### config.mk
export PLATFORM = sky130hd
export DESIGN_NAME = cpu_phase_sequencer
export DESIGN_NICKNAME = d
export VERILOG_FILES = /design/src/rtl/cpu_seq_pkg.sv /design/src/rtl/seq_wait_counter.sv /design/src/rtl/cpu_phase_sequencer.sv
export SDC_FILE = /design/constraint.sdc
export NUM_CORES = 1
export LEC_CHECK = 0
export CAP_MARGIN = 10
export CORE_ASPECT_RATIO = 0.9
export CORE_MARGIN = 5
export CORE_UTILIZATION = 50
export CTS_BUF_LIST = sky130_fd_sc_hd__clkbuf_4 sky130_fd_sc_hd__clkbuf_8
export CTS_CLUSTER_DIAMETER = 30
export DETAILED_ROUTE_END_ITERATION = 7
export PLACE_DENSITY = 0.93
export SYNTH_ARGS = -nofsm -noshare
export SYNTH_HDL_FRONTEND = slang
export SYNTH_SLANG_ARGS = --single-unit
### constraint.sdc
create_clock -name clk -period 4.83 [get_ports clk]
set_input_delay 1.2075 -clock clk [delete_from_list [all_inputs] [get_ports clk]]
set_output_delay 1.2075 -clock clk [all_outputs]
set_load 0.005 [all_outputs]
### src/rtl/cpu_seq_pkg.sv
// Shared definitions for the CPU phase sequencer: state codes, op-class
// codes and the sizing helper for the fetch/memory wait counter.
package cpu_seq_pkg;

   // Sequencer state codes (also driven out on the debug state port)
   localparam logic [3:0] ST_IDLE   = 4'd0;
   localparam logic [3:0] ST_FETCH  = 4'd1;
   localparam logic [3:0] ST_FWAIT  = 4'd2;
   localparam logic [3:0] ST_DECODE = 4'd3;
   localparam logic [3:0] ST_EXEC   = 4'd4;
   localparam logic [3:0] ST_MEM    = 4'd5;
   localparam logic [3:0] ST_MWAIT  = 4'd6;
   localparam logic [3:0] ST_WB     = 4'd7;
   localparam logic [3:0] ST_HALT   = 4'd8;

   // Decoded instruction classes
   localparam logic [2:0] OP_ALU    = 3'd0;
   localparam logic [2:0] OP_LOAD   = 3'd1;
   localparam logic [2:0] OP_STORE  = 3'd2;
   localparam logic [2:0] OP_BRANCH = 3'd3;
   localparam logic [2:0] OP_JUMP   = 3'd4;
   localparam logic [2:0] OP_JAL    = 3'd5;
   localparam logic [2:0] OP_JR     = 3'd6;
   localparam logic [2:0] OP_HALT   = 3'd7;

   // The counter must hold the larger of the two latencies. At least one
   // bit is kept so a build with both latencies at zero still elaborates.
   function automatic int wait_cnt_width(input int rom_lat, input int ram_lat);
      int max_lat;
      max_lat = (rom_lat > ram_lat) ? rom_lat : ram_lat;
      if (max_lat < 1) return 1;
      return $clog2(max_lat + 1);
   endfunction

endpackage

### src/rtl/seq_wait_counter.sv
// Load/decrement down-counter used for both the ROM (FWAIT) and RAM (MWAIT)
// wait states. o_done flags the last wait cycle so the FSM can move on.
module seq_wait_counter #(
   parameter int W = 1
) (
   input  logic         clk,
   input  logic         reset,
   input  logic         i_load,
   input  logic [W-1:0] i_load_val,
   input  logic         i_dec,
   output logic         o_done
);

   logic [W-1:0] r_count;

   // Load takes priority over decrement; the count never wraps below zero
   always_ff @(posedge clk or posedge reset) begin
      if (reset) begin
         r_count <= '0;
      end else if (i_load) begin
         r_count <= i_load_val;
      end else if (i_dec && (r_count != '0)) begin
         r_count <= r_count - W'(1);
      end
   end

   // A count of one means this is the final wait cycle
   assign o_done = (r_count <= W'(1));

endmodule

### src/rtl/cpu_phase_sequencer.sv
// Multi-cycle phase sequencer for the single-issue CPU. Walks each
// instruction through fetch/decode/execute/memory/writeback, emits the
// one-cycle datapath strobes and inserts ROM/RAM wait states.
module cpu_phase_sequencer
   import cpu_seq_pkg::*;
#(
   parameter int ROM_LAT = 1,
   parameter int RAM_LAT = 1,
   parameter int CNT_W   = 16
) (
   input  logic             clk,
   input  logic             reset,
   input  logic             run,
   input  logic             step,
   input  logic [2:0]       op_class,
   input  logic             branch_taken,
   output logic             fetch_en,
   output logic             ir_load,
   output logic             pc_increment,
   output logic             pc_load,
   output logic             reg_write_enable,
   output logic             mem_to_reg,
   output logic             ram_read_enable,
   output logic             ram_write_enable,
   output logic             busy,
   output logic             halted,
   output logic [3:0]       state,
   output logic [CNT_W-1:0] instr_count
);

   localparam int                WAIT_W    = wait_cnt_width(ROM_LAT, RAM_LAT);
   localparam logic [WAIT_W-1:0] ROM_LAT_W = WAIT_W'(ROM_LAT);
   localparam logic [WAIT_W-1:0] RAM_LAT_W = WAIT_W'(RAM_LAT);

   logic [3:0]        r_state;
   logic [2:0]        r_op_q;
   logic [CNT_W-1:0]  r_instr_count;

   logic [3:0]        w_state_next;
   logic              w_retire;
   logic              w_wait_load;
   logic              w_wait_dec;
   logic              w_wait_done;
   logic [WAIT_W-1:0] w_wait_val;

   // FETCH loads the ROM latency, MEM loads the RAM latency
   assign w_wait_val = (r_state == ST_MEM) ? RAM_LAT_W : ROM_LAT_W;

   seq_wait_counter #(
      .W (WAIT_W)
   ) u_wait (
      .clk        (clk),
      .reset      (reset),
      .i_load     (w_wait_load),
      .i_load_val (w_wait_val),
      .i_dec      (w_wait_dec),
      .o_done     (w_wait_done)
   );

   // Next-state and strobe decode; strobes come from the state register and
   // op_q, except in EXEC where the live op_class/branch_taken are used
   always_comb begin
      w_state_next     = r_state;
      w_retire         = 1'b0;
      w_wait_load      = 1'b0;
      w_wait_dec       = 1'b0;
      fetch_en         = 1'b0;
      ir_load          = 1'b0;
      pc_increment     = 1'b0;
      pc_load          = 1'b0;
      reg_write_enable = 1'b0;
      mem_to_reg       = 1'b0;
      ram_read_enable  = 1'b0;
      ram_write_enable = 1'b0;

      case (r_state)
         ST_IDLE: begin
            if (run) w_state_next = ST_FETCH;
         end
         ST_FETCH: begin
            fetch_en = 1'b1;
            if (ROM_LAT == 0) begin
               w_state_next = ST_DECODE;
            end else begin
               w_state_next = ST_FWAIT;
               w_wait_load  = 1'b1;
            end
         end
         ST_FWAIT: begin
            w_wait_dec = 1'b1;
            if (w_wait_done) w_state_next = ST_DECODE;
         end
         ST_DECODE: begin
            ir_load      = 1'b1;
            w_state_next = ST_EXEC;
         end
         ST_EXEC: begin
            case (op_class)
               OP_ALU:            w_state_next = ST_WB;
               OP_LOAD, OP_STORE: w_state_next = ST_MEM;
               OP_BRANCH: begin
                  pc_load      = branch_taken;
                  pc_increment = ~branch_taken;
                  w_retire     = 1'b1;
               end
               OP_JUMP, OP_JR: begin
                  pc_load  = 1'b1;
                  w_retire = 1'b1;
               end
               OP_JAL: begin
                  pc_load          = 1'b1;
                  reg_write_enable = 1'b1;
                  w_retire         = 1'b1;
               end
               // OP_HALT: park without touching the PC or the retire count
               default: w_state_next = ST_HALT;
            endcase
         end
         ST_MEM: begin
            if (r_op_q == OP_LOAD) begin
               ram_read_enable = 1'b1;
               if (RAM_LAT == 0) begin
                  w_state_next = ST_WB;
               end else begin
                  w_state_next = ST_MWAIT;
                  w_wait_load  = 1'b1;
               end
            end else if (r_op_q == OP_STORE) begin
               ram_write_enable = 1'b1;
               pc_increment     = 1'b1;
               w_retire         = 1'b1;
            end else begin
               // Only loads and stores reach MEM; recover if that ever breaks
               w_state_next = ST_IDLE;
            end
         end
         ST_MWAIT: begin
            w_wait_dec = 1'b1;
            if (w_wait_done) w_state_next = ST_WB;
         end
         ST_WB: begin
            reg_write_enable = 1'b1;
            pc_increment     = 1'b1;
            mem_to_reg       = (r_op_q == OP_LOAD);
            w_retire         = 1'b1;
         end
         ST_HALT: begin
            w_state_next = ST_HALT;
         end
         default: begin
            w_state_next = ST_IDLE;
         end
      endcase

      // Every retiring instruction either parks in IDLE (single-step) or
      // goes straight on to the next fetch
      if (w_retire) w_state_next = step ? ST_IDLE : ST_FETCH;
   end

   // State, latched op class and saturating retire counter
   always_ff @(posedge clk or posedge reset) begin
      if (reset) begin
         r_state       <= ST_IDLE;
         r_op_q        <= OP_ALU;
         r_instr_count <= '0;
      end else begin
         r_state <= w_state_next;
         if (r_state == ST_EXEC) r_op_q <= op_class;
         if (w_retire && (r_instr_count != {CNT_W{1'b1}}))
            r_instr_count <= r_instr_count + CNT_W'(1);
      end
   end

   assign busy        = (r_state != ST_IDLE) && (r_state != ST_HALT);
   assign halted      = (r_state == ST_HALT);
   assign state       = r_state;
   assign instr_count = r_instr_count;

endmodule

---- Word level (Yosys, flattened, before mapping) ----
Cells that the tools add are included.
operators by class
  add/subtract/negate cells ............... 2
  magnitude comparators ................... 1
  equal/unequal tests ..................... 24
  muxes and demuxes ....................... 29
  bitwise logic cells ..................... 1
  reductions and logical operators ........ 12
operators with widths
  kind                                                    number
  one-hot mux 4 bit (9 select lines)                      1
  2-to-1 mux 4 bit                                        6
  adder 16 x 1 -> 16 bit (second input constant)          1
  equality test 4 x 3 -> 1 bit (second input constant)    4
  2-to-1 mux 1 bit                                        16
  inequality test 16 bit (second input constant)          1
  one-hot mux 4 bit (3 select lines)                      1
  equality test 3 x 2 -> 1 bit (second input constant)    3
  equality test 3 bit (second input constant)             3
  equality test 4 x 2 -> 1 bit (second input constant)    2
  inequality test 4 bit (second input constant)           2
  equality test 3 x 1 -> 1 bit (second input constant)    2
  inequality test 3 x 2 -> 1 bit (second input constant)  2
  inequality test 3 bit (second input constant)           2
  one-hot mux 1 bit (2 select lines)                      3
  one-hot mux 1 bit (3 select lines)                      2
  AND reduction 6 bit                                     1
  equality test 4 x 1 -> 1 bit (second input constant)    1
  equality test 4 bit (second input constant)             1
  logical NOT 4 bit                                       1
  nonzero test 4 bit                                      1
  OR reduction 2 bit                                      2
  OR reduction 4 bit                                      1
  logical AND 1 bit                                       3
  7 further kinds                                         7
word-level totals
  bits in registers ....................... 24
  input bits .............................. 8
  output and inout port bits .............. 30
  word-level logic and storage cells ...... 73

---- Depth between registers and ports, before layout ----
Gate-level depths: netlist (run 1).
  word-level depth ........................ 6
  depth in mapped cells ................... 7
  depth with buffers taken out ............ 6

---- Modules after synthesis ----
From an unflattened synthesis (run 1), not the netlist that was laid out.
second synthesis, totals
  cells, all modules ...................... 147
  area total of the unflattened synthesis .. 1360.1 µm²
modules (own cells, without submodules)
  module               instances  cells each  area an instance (µm²)
  cpu_phase_sequencer  1          145         1348.8
  seq_wait_counter     1          2           11.3

---- Worst setup path before layout (run 1) ----
No wires, ideal clock.
  kind .................................... input -> output
  from .................................... input port op_class[1]
  to ...................................... output port pc_load
  data arrival time ....................... 1.667 ns
  required time ........................... 3.623 ns
  setup slack ............................. 1.955 ns
  stages .................................. 4
  buffers on the path ..................... 0
  cells stage by stage .................... nand2_1 > nor2_1 > nand2_1 > a21boi_0
on the way
  word-level cells in the longest chain between the ends .. 4
  elaborated cells between the ends (all ways) .. 7
  those cells by class .................... 4 x eq/ne; 2 x mux; 1 x reduce/logical
ends and longest elaborated chain
  element                                 line                       text
  start: declaration                      cpu_phase_sequencer.sv:15  input logic [2:0] op_class,
  equality test 3 bit                     cpu_phase_sequencer.sv:98  case (op_class)
  OR reduction 3 bit (no source line)     -
  one-hot mux 1 bit (2 select lines) (*)  cpu_phase_sequencer.sv:98
  2-to-1 mux 1 bit (*)                    cpu_phase_sequencer.sv:76  case (r_state)
  end: declaration                        cpu_phase_sequencer.sv:20  output logic pc_load,
Mark *: on every way between the ends. The rest lies on a longest branch, timed or not.

---- Final worst setup path (run 1) ----
  from .................................... input port op_class[0]
  to ...................................... output port pc_increment
on the way
  word-level cells in the longest chain between the ends .. 3
ends and longest elaborated chain
  element                             line                       text
  equality test 3 x 2 -> 1 bit        cpu_phase_sequencer.sv:98
  2-to-1 mux 1 bit                    cpu_phase_sequencer.sv:98
  one-hot mux 1 bit (3 select lines)  cpu_phase_sequencer.sv:76
  end: declaration                    cpu_phase_sequencer.sv:19  output logic pc_increment,
No other way between the ends.

==> impl_metrics.py, run 1 <==
metrics = {
    "routing": {
        "wire_per_inst_um": 15.15,
        "via_per_inst": 5.632,
        "first_pass_iters": 4,
        "drtIter0Drc": 79,
        "postRouteAntennaNets": 0,
        "wl_mm": 2.924,
        "drc": 0,
        "dr_total_vias": 1087,
    },
    "setup_path": {
        "critPathMaxFanout": 4,
        "critPathMaxStageDelay_ps": 530,
        "cp_common_cell": "clkdlybuf4s50_1",
        "cp_cell_sequence": "clkdlybuf4s50_1 > nand2_1 > nor2_1 > nand3b_1 > a21oi_1 > clkdlybuf4s50_1",
        "cp.arrival_ps": 2820,
        "cp_data_required_time_ps": 3620,
        "start_kind": "primary input",
        "path_class": "in2out",
        "endpoint_kind": "output pin",
        "critPathSlowestCell": "clkdlybuf4s50_1",
        "regToRegSetupSlack_ps": 2900,
    },
    "synthesis": {
        "syn_avg_cell_area_um2": 10.77,
        "yosys-top-cells-area": "dfrtp_1 (42%), xnor2_1 (9.6%), nor2_1 (3.8%)",
        "yosysMostFrequentCell": "dfrtp_1",
        "synth_top_area_share_pct": 42.09,
        "synth_largest_area_cell": "dfrtp_1",
        "synthCells": 127,
        "ys_ff_latch": 23,
        "async_flop_share_pct": 100.0,
        "synth_area_um2": 1368,
        "ys_seq_area_share_pct": 42.09,
        "synth_warnings": 0,
        "synthFlopType": "dfrtp_1",
        "synth_edf_count": 0,
        "synth_fp_nets": 136,
        "synth_common_cells": "dfrtp_1 (23), xnor2_1 (15), nor2_1 (14)",
        "synthDistinctLibCells": 46,
    },
    "grt": {
        "grt_pass1_wl_mm": 4.871,
        "grt_pass1_vias": 1070,
        "grtUsageTotal_pct": 15.98,
        "grt-ovfl-total": 0,
        "grt_max_degree": 24,
        "antenna_found_initial": 0,
    },
    "run": {
        "drv_cap": 0,
    },
    "floorplan": {
        "initial_core_util_pct": 51.03,
        "coreArea_um2": 2680,
        "die_w_um": 65.13,
        "io_pins": 38,
        "dieArea_um2": 3882,
        "die_y_um": 59.62,
        "core.rowCount": 18,
    },
    "clock_tree": {
        "cts.sinks": 23,
        "worstSkewPairLatency_ps": 310,
        "cts-resized-gates": 0,
        "cts.clk_slew.worst_paths_ps": 120,
        "cts_setup_buffers": 0,
        "hold_buffers": 0,
        "numCtsBuffers": 3,
        "cts_root_buf": "clkbuf_4",
        "htreeDepth": 1,
        "tritoncts": "built",
        "clockBufferDepth": 2,
    },
    "sta": {
        "relSlewSlack_pct": 43.62,
        "finalWorstSetupSlack_ps": 801.4,
        "grt_setup_unrepaired": "false",
        "tns_ps": 0,
        "slew_viol_final": 0,
        "min_period_ps": 4029,
        "clock_skew_ps": 1.067,
        "finalHoldViolCount": 0,
        "tightest_slew_ps": 844.7,
        "final.period_utilization_pct": 83.41,
        "setup_violations": 0,
        "fmax_mhz": 248.2,
    },
    "hold_path": {
        "hold_class": "reg2reg",
    },
    "placement": {
        "hpwl_mm": 2.220,
        "pre_cts_slack_ps": 800.7,
        "gp_congestion": 0.8292,
        "portBuffers": 37,
    },
    "power": {
        "power.share.clock_pct": 12.9,
        "sequentialPowerShare_pct": 44.6,
        "p_leak_nw": 0.7163,
        "power_density_nw_per_um2": 386.0,
        "p_sw_share_pct": 36.47,
        "max-vdd-ir-drop_mv": 0.2621,
        "p_sw_w": 0.0002470,
        "combPwrFrac_pct": 42.5,
        "p_int_w": 0.0004302,
    },
    "finish": {
        "final_layout_size_suffix_gt1_share_pct": 15.34,
        "multiInputGateArea_um2": 732.0,
        "syn_to_final_growth_pct": 28.27,
        "antenna_cells": 0,
        "num-fill-cells": 235,
        "layout.nets": 173,
        "ff_latch_area_um2": 575.6,
    },
    "status": {
        "status": "completed",
    },
}
[cell families after synthesis]
kind of cell / synth area share, %
AND/OR/NAND/NOR: 30.74
flip-flops: 42.09
XOR/XNOR: 10.25
AO/OA/AOI/OAI: 8.052
buffers and inverters: 4.392
multiplexers: 3.568
adder cells (fa/ha/maj): 0.9148
[worst max-delay path: cells and delay by family]
family | cells | cell delay, ps
compound gates | 1 | 170
buf+inv | 2 | 1050
simple gates | 3 | 390
[power groups by stage]
stage                     combinational, W  clock (W)  sequential (W)
final                             0.000288  0.0000875        0.000302
after global routing              0.000314  0.0000992        0.000313
after CTS                         0.000293  0.0000890        0.000302
after detailed placement          0.000292          0        0.000306
after global placement            0.000281          0        0.000302
after floorplan                   0.000207          0        0.000271
[per-layer routing]
layer	GRT usage [%]	wire, um	up-vias	share of wire, %
met5	0	0	-	0
met4	5.917	40	0	1.4
met3	2.846	201	5	6.9
met2	28.57	1402	52	48
met1	19.35	1281	504	44
li1	-	-	526	-
[placed cells by master (no fill, tap or decap), types with 2 or more instances in the layout]
cell and instances:
a21oi_1 5, and2_1 3, and3_1 6, and4_1 2, and4_4 2, clkbuf_4 3, clkdlybuf4s50_1 37, dfrtp_1 23
inv_1 2, mux2_2 3, nand2_1 6, nand2b_1 2, nand3_2 4, nand4_1 5, nand4b_1 2, nor2_1 14
nor3_1 2, xnor2_1 15
[area by class of cell]
cell class,count,share of cell area [%]
Clock buffer,3,1.284
Timing Repair Buffer,37,21.11
Multi-Input combinational cell,96,41.73
Tap cell,30,2.140
Clock inverter,1,0.2853
Inverter,3,0.6419
Sequential cell,23,32.81
[per-stage QoR]
| stage | cells | utilization [%] | hold slack (ps) | area (um^2) | power, W |
|---|---|---|---|---|---|
| 2_1_floorplan | 127 | - | 487.7 | 1368 | 0.0004775 |
| 3_3_place_gp | 189 | 64.43 | 484.6 | 1727 | 0.0005831 |
| 3_5_place_dp | 189 | 64.43 | 489.9 | 1727 | 0.0005979 |
| 4_1_cts | 193 | 65.45 | 515.0 | 1754 | 0.0006837 |
| 5_1_grt | 193 | 65.45 | 537.5 | 1754 | 0.0007257 |
| 6_report | 193 | 65.45 | 511.8 | 1754 | 0.0006772 |
[final timing paths]
path,endpoint,depth (start not counted),start
min,instr_count[8],1,instr_count[8]
min reg2reg,instr_count[8],1,instr_count[8]
max in group asynchronous,r_op_q[0],2,reset
min in group asynchronous,state[2],2,reset
max,pc_increment,6,op_class[0]
max reg2reg,instr_count[1],5,state[2]
[state kept, by name, indices dropped and copies added (netlist names)]
signal       count
r_op_q           3
instr_count     16
state            4
Note: power is estimated with default switching activity, not from simulation.
==> run 2: changes to the inputs <==
--- a/config.mk
+++ b/config.mk
@@ -8,11 +8,11 @@
 export CAP_MARGIN = 10
 export CORE_ASPECT_RATIO = 0.9
 export CORE_MARGIN = 5
-export CORE_UTILIZATION = 50
+export CORE_UTILIZATION = 49
 export CTS_BUF_LIST = sky130_fd_sc_hd__clkbuf_4 sky130_fd_sc_hd__clkbuf_8
 export CTS_CLUSTER_DIAMETER = 30
 export DETAILED_ROUTE_END_ITERATION = 7
-export PLACE_DENSITY = 0.93
+export PLACE_DENSITY = 0.91
 export SYNTH_ARGS = -nofsm -noshare
 export SYNTH_HDL_FRONTEND = slang
 export SYNTH_SLANG_ARGS = --single-unit
==> constraint.sdc (replaced) <==
create_clock -name clk -period 3.8 [get_ports clk]
set_input_delay 0.95 -clock clk [delete_from_list [all_inputs] [get_ports clk]]
set_output_delay 0.95 -clock clk [all_outputs]
set_load 0.005 [all_outputs]
==> impl_metrics.py, run 2 (synthesis results as in run 1) <==
metrics = {
    "setup_path": {
        "r2r-end": "instr_count[1]",
        "critPathMaxFanout": 4,
        "cp_cell_sequence": "clkdlybuf4s50_1 > nand2_1 > nor2_1 > nand2_1 > a21boi_0 > clkdlybuf4s50_1",
        "cp.arrival_ps": 2540,
        "critPathMaxStageDelay_ps": 540,
        "crit_buf_inv": 2,
        "regToRegSetupSlack_ps": 1840,
        "start_kind": "primary input",
        "r2r_start": "r_op_q[2]",
        "cp_data_required_time_ps": 2850,
        "critPathTopFamily": "buffers and inverters",
        "reg2regPathDepth": 5,
        "path_class": "in2out",
        "endpoint_kind": "output pin",
        "critPathSlowestCell": "clkdlybuf4s50_1",
    },
    "sta": {
        "finalHoldViolCount": 0,
        "hold_slack_ps": 513.1,
        "clock_skew_ps": 2.800,
        "fmax_mhz": 286.8,
        "slew_viol_final": 0,
        "grt_setup_unrepaired": "false",
        "relSlewSlack_pct": 42.96,
        "final.period_utilization_pct": 91.76,
        "tns_ps": 0,
        "min_period_ps": 3487,
        "tightest_slew_ps": 854.7,
        "setup_violations": 0,
    },
    "grt": {
        "grtUsageTotal_pct": 16.22,
        "grt_max_degree": 24,
        "use_met3_pct": 3.947,
        "grt-ovfl-total": 0,
        "grtUsageMet2_pct": 29.14,
        "top_usage_layer": "met2",
        "grt_pass1_vias": 1083,
        "grt_pass1_wl_mm": 4.974,
        "antenna_found_initial": 0,
        "use_met1_pct": 19.57,
    },
    "finish": {
        "layout_common_cells": "clkdlybuf4s50_1 (37), dfrtp_1 (23), xnor2_1 (15), nor2_1 (14)",
        "num-fill-cells": 230,
        "layout.nets": 173,
        "ff_latch_area_um2": 575.6,
        "final_common_cell": "clkdlybuf4s50_1",
        "final_cells": 193,
        "syn_to_final_growth_pct": 28.45,
        "multiInputGateArea_um2": 732.0,
        "final_layout_size_suffix_gt1_share_pct": 15.34,
        "antenna_cells": 0,
        "largest_reg_flops": 16,
    },
    "floorplan": {
        "die_y_um": 60.12,
        "die_w_um": 65.69,
        "io_pins": 38,
        "dieArea_um2": 3949,
        "coreArea_um2": 2703,
        "initial_core_util_pct": 50.60,
        "core.rowCount": 18,
    },
    "clock_tree": {
        "cts.sinks": 23,
        "tritoncts": "built",
        "cts_setup_buffers": 0,
        "clockBufferDepth": 2,
        "cts.clk_slew.worst_paths_ps": 110,
        "numCtsBuffers": 3,
        "cts-resized-gates": 0,
        "worstSkewPairLatency_ps": 310,
        "htreeDepth": 1,
        "hold_buffers": 0,
        "cts_root_buf": "clkbuf_4",
    },
    "status": {
        "status": "completed",
    },
    "placement": {
        "portBuffers": 37,
        "placed_cells": 189,
        "hpwl_mm": 2.284,
        "gp_congestion": 0.8135,
    },
    "hold_path": {
        "hold_path_depth": 1,
        "hold_class": "reg2reg",
        "hold_path.startpoint": "instr_count[13]",
        "min_to": "instr_count[13]",
    },
    "routing": {
        "wl_mm": 2.975,
        "first_pass_iters": 4,
        "postRouteAntennaNets": 0,
        "wire_per_inst_um": 15.41,
        "dr_total_vias": 1102,
        "via_per_inst": 5.710,
        "drc": 0,
        "drtIter0Drc": 57,
    },
    "power": {
        "max-vdd-ir-drop_mv": 0.3198,
        "p_total_w": 0.0008689,
        "power_density_nw_per_um2": 494.6,
        "p_leak_nw": 0.7170,
    },
    "run": {
        "drv_cap": 0,
    },
}
[run 2: changes by cell type in the layout (fill, tap and decap cells not counted)]
| cell | previous run | this run |
|---|---|---|
| clkbuf_4 | 3 | 4 |
| clkinv_2 | 1 | 0 |
[run 2: power by group]
| group | internal, W | switching (W) | leakage, nW |
|---|---|---|---|
| Clock | 0.0000482 | 0.0000679 | 0.0184 |
| Combinational | 0.000210 | 0.000156 | 0.393 |
| Sequential | 0.000297 | 0.0000898 | 0.305 |
[run 2: how the worst max path moves through the flow]
stage                           start            to  depth (start not counted)
after global placement    op_class[0]  pc_increment                          6
after detailed placement  op_class[0]       pc_load                          6
after global routing      op_class[0]       pc_load                          6
after floorplan           op_class[1]       pc_load                          4
final                     op_class[0]       pc_load                          6
after CTS                 op_class[0]       pc_load                          6
[run 2: layout make-up]
class	instances	share of cell area (%)
clock buffers	4	1.709
inverters	3	0.6410
multi-input cells	96	41.67
flip-flops and latches	23	32.76
well taps	30	2.137
repair buffers	37	21.08
[run 2: worst reg2reg max path: stages, from the launching register on]
cell and delay [ps]:
dfrtp_1 410, nor3b_1 330, o21ai_1 190, o2bb2ai_4 480, nand2_2 140, mux2_4 320
[run 2: per-stage QoR]
| step | worst slack, ps | util (%) | instance area, um^2 |
|---|---|---|---|
| 2_1_floorplan | 1440 | - | 1368 |
| 3_3_place_gp | 405.4 | 63.89 | 1727 |
| 3_5_place_dp | 300.0 | 63.89 | 1727 |
| 4_1_cts | 299.4 | 65.00 | 1757 |
| 5_1_grt | 217.5 | 65.00 | 1757 |
| 6_report | 313.1 | 65.00 | 1757 |
[run 2: routing by layer]
layer	vias up	wire length, um
met3	4	121
met1	550	1259
met4	0	28
li1	526	-
met2	22	1565
met5	-	0
